File: src/rtl/up_counter_pkg.sv
// Shared counter types and elaboration-time parameter checks.
// Reusable by any counter that needs WIDTH/MAX/RESET validation.
package up_counter_pkg;

  localparam int DEF_WIDTH = 4;

  typedef logic [DEF_WIDTH-1:0] count_t;

  function automatic bit width_ok(int w);
    return (w >= 1) && (w <= 32);
  endfunction

  function automatic bit max_ok(
    int w,
    longint unsigned m
  );
    return (m >= 64'd1) && (m <= ((64'd1 << w) - 64'd1));
  endfunction

  function automatic bit reset_ok(
    longint unsigned rv,
    longint unsigned m
  );
    return rv <= m;
  endfunction

endpackage

File: src/rtl/up_counter.sv
// Free-running wrapping up-counter with asynchronous active-high reset.
// Counts RESET_VALUE..MAX_COUNT, then 0..MAX_COUNT forever.
module up_counter
  import up_counter_pkg::*;
#(
  parameter int              WIDTH       = DEF_WIDTH,
  parameter longint unsigned MAX_COUNT   = (64'd1 << WIDTH) - 64'd1,
  parameter longint unsigned RESET_VALUE = 64'd0
) (
  input  logic             clk,
  input  logic             reset,
  output logic [WIDTH-1:0] counter
);

  if (!width_ok(WIDTH)) begin : g_bad_width
    $fatal(1, "up_counter: WIDTH out of range 1..32");
  end
  if (!max_ok(WIDTH, MAX_COUNT)) begin : g_bad_max
    $fatal(1, "up_counter: MAX_COUNT out of range");
  end
  if (!reset_ok(RESET_VALUE, MAX_COUNT)) begin : g_bad_rst
    $fatal(1, "up_counter: RESET_VALUE exceeds MAX_COUNT");
  end

  localparam logic [WIDTH-1:0] MAX_W = WIDTH'(MAX_COUNT);
  localparam logic [WIDTH-1:0] RST_W = WIDTH'(RESET_VALUE);

  logic [WIDTH-1:0] count_q;
  logic [WIDTH-1:0] count_d;
  logic [WIDTH:0]   sum;

  // sum > MAX covers both the terminal wrap and any out-of-range state
  always_comb begin
    sum     = {1'b0, count_q} + (WIDTH+1)'(1);
    count_d = sum[WIDTH-1:0];
    if (sum > {1'b0, MAX_W}) begin
      count_d = '0;
    end
  end

  always_ff @(posedge clk or posedge reset) begin
    if (reset) begin
      count_q <= RST_W;
    end else begin
      count_q <= count_d;
    end
  end

  assign counter = count_q;

endmodule

File: config.mk
export PLATFORM = sky130hd
export DESIGN_NAME = up_counter
export DESIGN_NICKNAME = d
export VERILOG_FILES = /design/src/rtl/up_counter_pkg.sv /design/src/rtl/up_counter.sv
export SDC_FILE = /design/constraint.sdc
export NUM_CORES = 1
export LEC_CHECK = 0
export ABC_CLOCK_PERIOD_IN_PS = 3100
export CORE_AREA = 5 5 42 44
export CTS_BUF_LIST = sky130_fd_sc_hd__clkbuf_2
export CTS_CLUSTER_SIZE = 40
export DETAILED_ROUTE_END_ITERATION = 6
export DIE_AREA = 0 0 47 49
export PLACE_DENSITY_LB_ADDON = 0.15
export SYNTH_ARGS = -nofsm -noshare
export SYNTH_HDL_FRONTEND = slang
export SYNTH_SLANG_ARGS = --single-unit
File: constraint.sdc
create_clock -name clk -period 3.1 [get_ports clk]
set_clock_uncertainty 0.15 [all_clocks]
set_input_delay 0.31 -clock clk [delete_from_list [all_inputs] [get_ports clk]]
set_output_delay 0.31 -clock clk [all_outputs]
set_load 0.05 [all_outputs]
==> run metrics <==
post-synthesis mux area share 0%; total number of vias 181; final hold vios 0; Yosys reg bits 4; top cells by area, synth dfrtp_1 44%, ha_1 11%, a21oi_1 8.7%, nor3_4 7.1%, nor4bb_1 4.4%; worst path bufs/invs 1; Max Root-Sink Buffers 2; Multi-input gate area 121 µm²; DR iter-0 viols 3; sequential area share after synthesis 43.7%; Slew Limit Fails 0; critical path launch point type flip-flop; Final Critical Period 2000 ps; Compound-Gate Fraction of Synth Area 20.2%; simple-gate share of the synthesized area 18.0%; Reg area 100 µm²; worst path cell trace clkdlybuf4s50_1; Die H 49 µm; Power Density 317 nW/µm²; Die ar. 2300 µm²; Worst-path clk slew 40 ps; worst slew pin tran 497 ps; Fillers 161; total grt overflow 0; root buffer cell clkbuf_2; Arr. time, crit path 1540 ps; post-route insts no fill 46; Yosys warning count 0; Yosys top cell area share 43.7%; Final Power 0.0997 mW; CP max FO 7; final setup vio count 0; unrepaired setup endpoints after global routing false; pin count of the biggest net entering global routing 8; Levels on crit path 1; Slew HR 66.8%; Die X 47 µm; most frequent cells in the layout 5 x clkdlybuf4s50_1, 4 x a21oi_1, 4 x dfrtp_1; DRC violations left 0; hold_buf cts 0; I/O Pins 6; Crit. End Element output port; num rows 14; DRT Wirelength 485 µm; Layout Nets 36; max_cap viols 0; Core ar. 1400 µm²; synth-to-layout area growth 37.2%; hold_ws 142 ps; Crit path required time 2640 ps; CP max-delay cell clkdlybuf4s50_1; Reg-to-Reg End counter[3]; Num CTS Buffers 3; Setup TNS Final 0 ps; number of buffers added on ports 5; postcts setup bufs 0; Crit Path Class flip-flop to output port; ANT nets after route 0; most common cell after layout, fill and taps aside clkdlybuf4s50_1; top cell family by delay on the critical path buffers and inverters; reg2reg start counter[0]; final RePlAce weighted congestion 0.562; initial antenna violation count 0; max reg flops 4; clk_lat worst skew 200 ps; Syn Nets 26; Cells after Synth 22; layout cell share with drive strength beyond 1 13.3%; initial core utilization 16.3%; maximum VDD drop 0.106 mV; capture point of the worst path counter[0]; R2R Setup Slk 1350 ps; post-placement cell count 43; syn_area_per_cell 10.4 µm²; Synth Area in Adders 10.9%; WL/cell 10.5 µm; ratio of final minimum period to clock period 64.5%; vias in the first global route 195; Total GRT Usage 5.02%; slowest stage delay, CP 860 ps; first-pass GRT wire length 759 µm; outcome completed; drt pass-1 iters 4; clk sinks 4; post-synth top area cell dfrtp_1; Post-Synth XOR/XNOR Area 3.83%; Syn Std Cell Area 229 µm²; TritonCTS clock tree yes; CP startpoint counter[0]; Vias/cell 3.93; n_diodes 0; distinct cell type count after synthesis 12; leakage power 0.148 nW; Hold Path Class primary input to async pin; # resized after CTS 0; # H-tree levels 1; main combinational cell family by area after synthesis compound AO/OA/AOI/OAI gates; cells on worst reg2reg path 5; Fmax 500 MHz
stage by stage:
stage	area [µm²]	util [%]	setup WS, ps
2_1_floorplan	229	-	1130
3_3_place_gp	299	21.3	1340
3_5_place_dp	299	21.3	1320
4_1_cts	314	22.4	1080
5_1_grt	314	22.4	1070
6_report	314	22.4	1100
how the worst min path moves through the flow:
| stage | endpoint | slack, ps | cells past startpoint |
|---|---|---|---|
| 3_3_place_gp | counter[1] | 350 | 2 |
| 5_1_grt | counter[0] | 170 | 2 |
| 6_report | counter[1] | 140 | 2 |
| 2_1_floorplan | counter[0] | -70 | 1 |
| 3_5_place_dp | counter[0] | 360 | 2 |
| 4_1_cts | counter[0] | 130 | 2 |
final cells by class:
type                            count  area share [%]
Timing Repair Buffer                5            15.9
Sequential cell                     4            31.9
Multi-Input combinational cell     16            38.6
Clock buffer                        3            4.78
Inverter                            2            2.39
Tap cell                           16            6.37
routing by layer:
metal	up-vias	track usage (%)	part of all wire, %
met5	-	0	0
met4	0	6.91	0
met3	0	1.11	9.5
met2	6	6.11	43
met1	80	5.78	47
li1	95	-	-
cells in the mapped netlist, drive strengths merged:
cell type  count
nand2          2
o21bai         1
dfrtp          4
nor3b          1
nor4bb         1
a211o          1
a21oi          4
inv            2
o21ai          2
ha             2
nor3           1
xnor2          1
kinds of logic after synthesis:
group | count (synthesis)
simple gates | 5
flops | 4
buf+inv | 2
xor+xnor | 1
fa+ha+maj | 2
compound gates | 8
power breakdown:
part	internal (mW)	switching (mW)
registers	0.0525	0
logic	0.00118	0.00105
clock network	0.0260	0.0190
total	0.0797	0.0200
(Power assumes the default switching activity.)
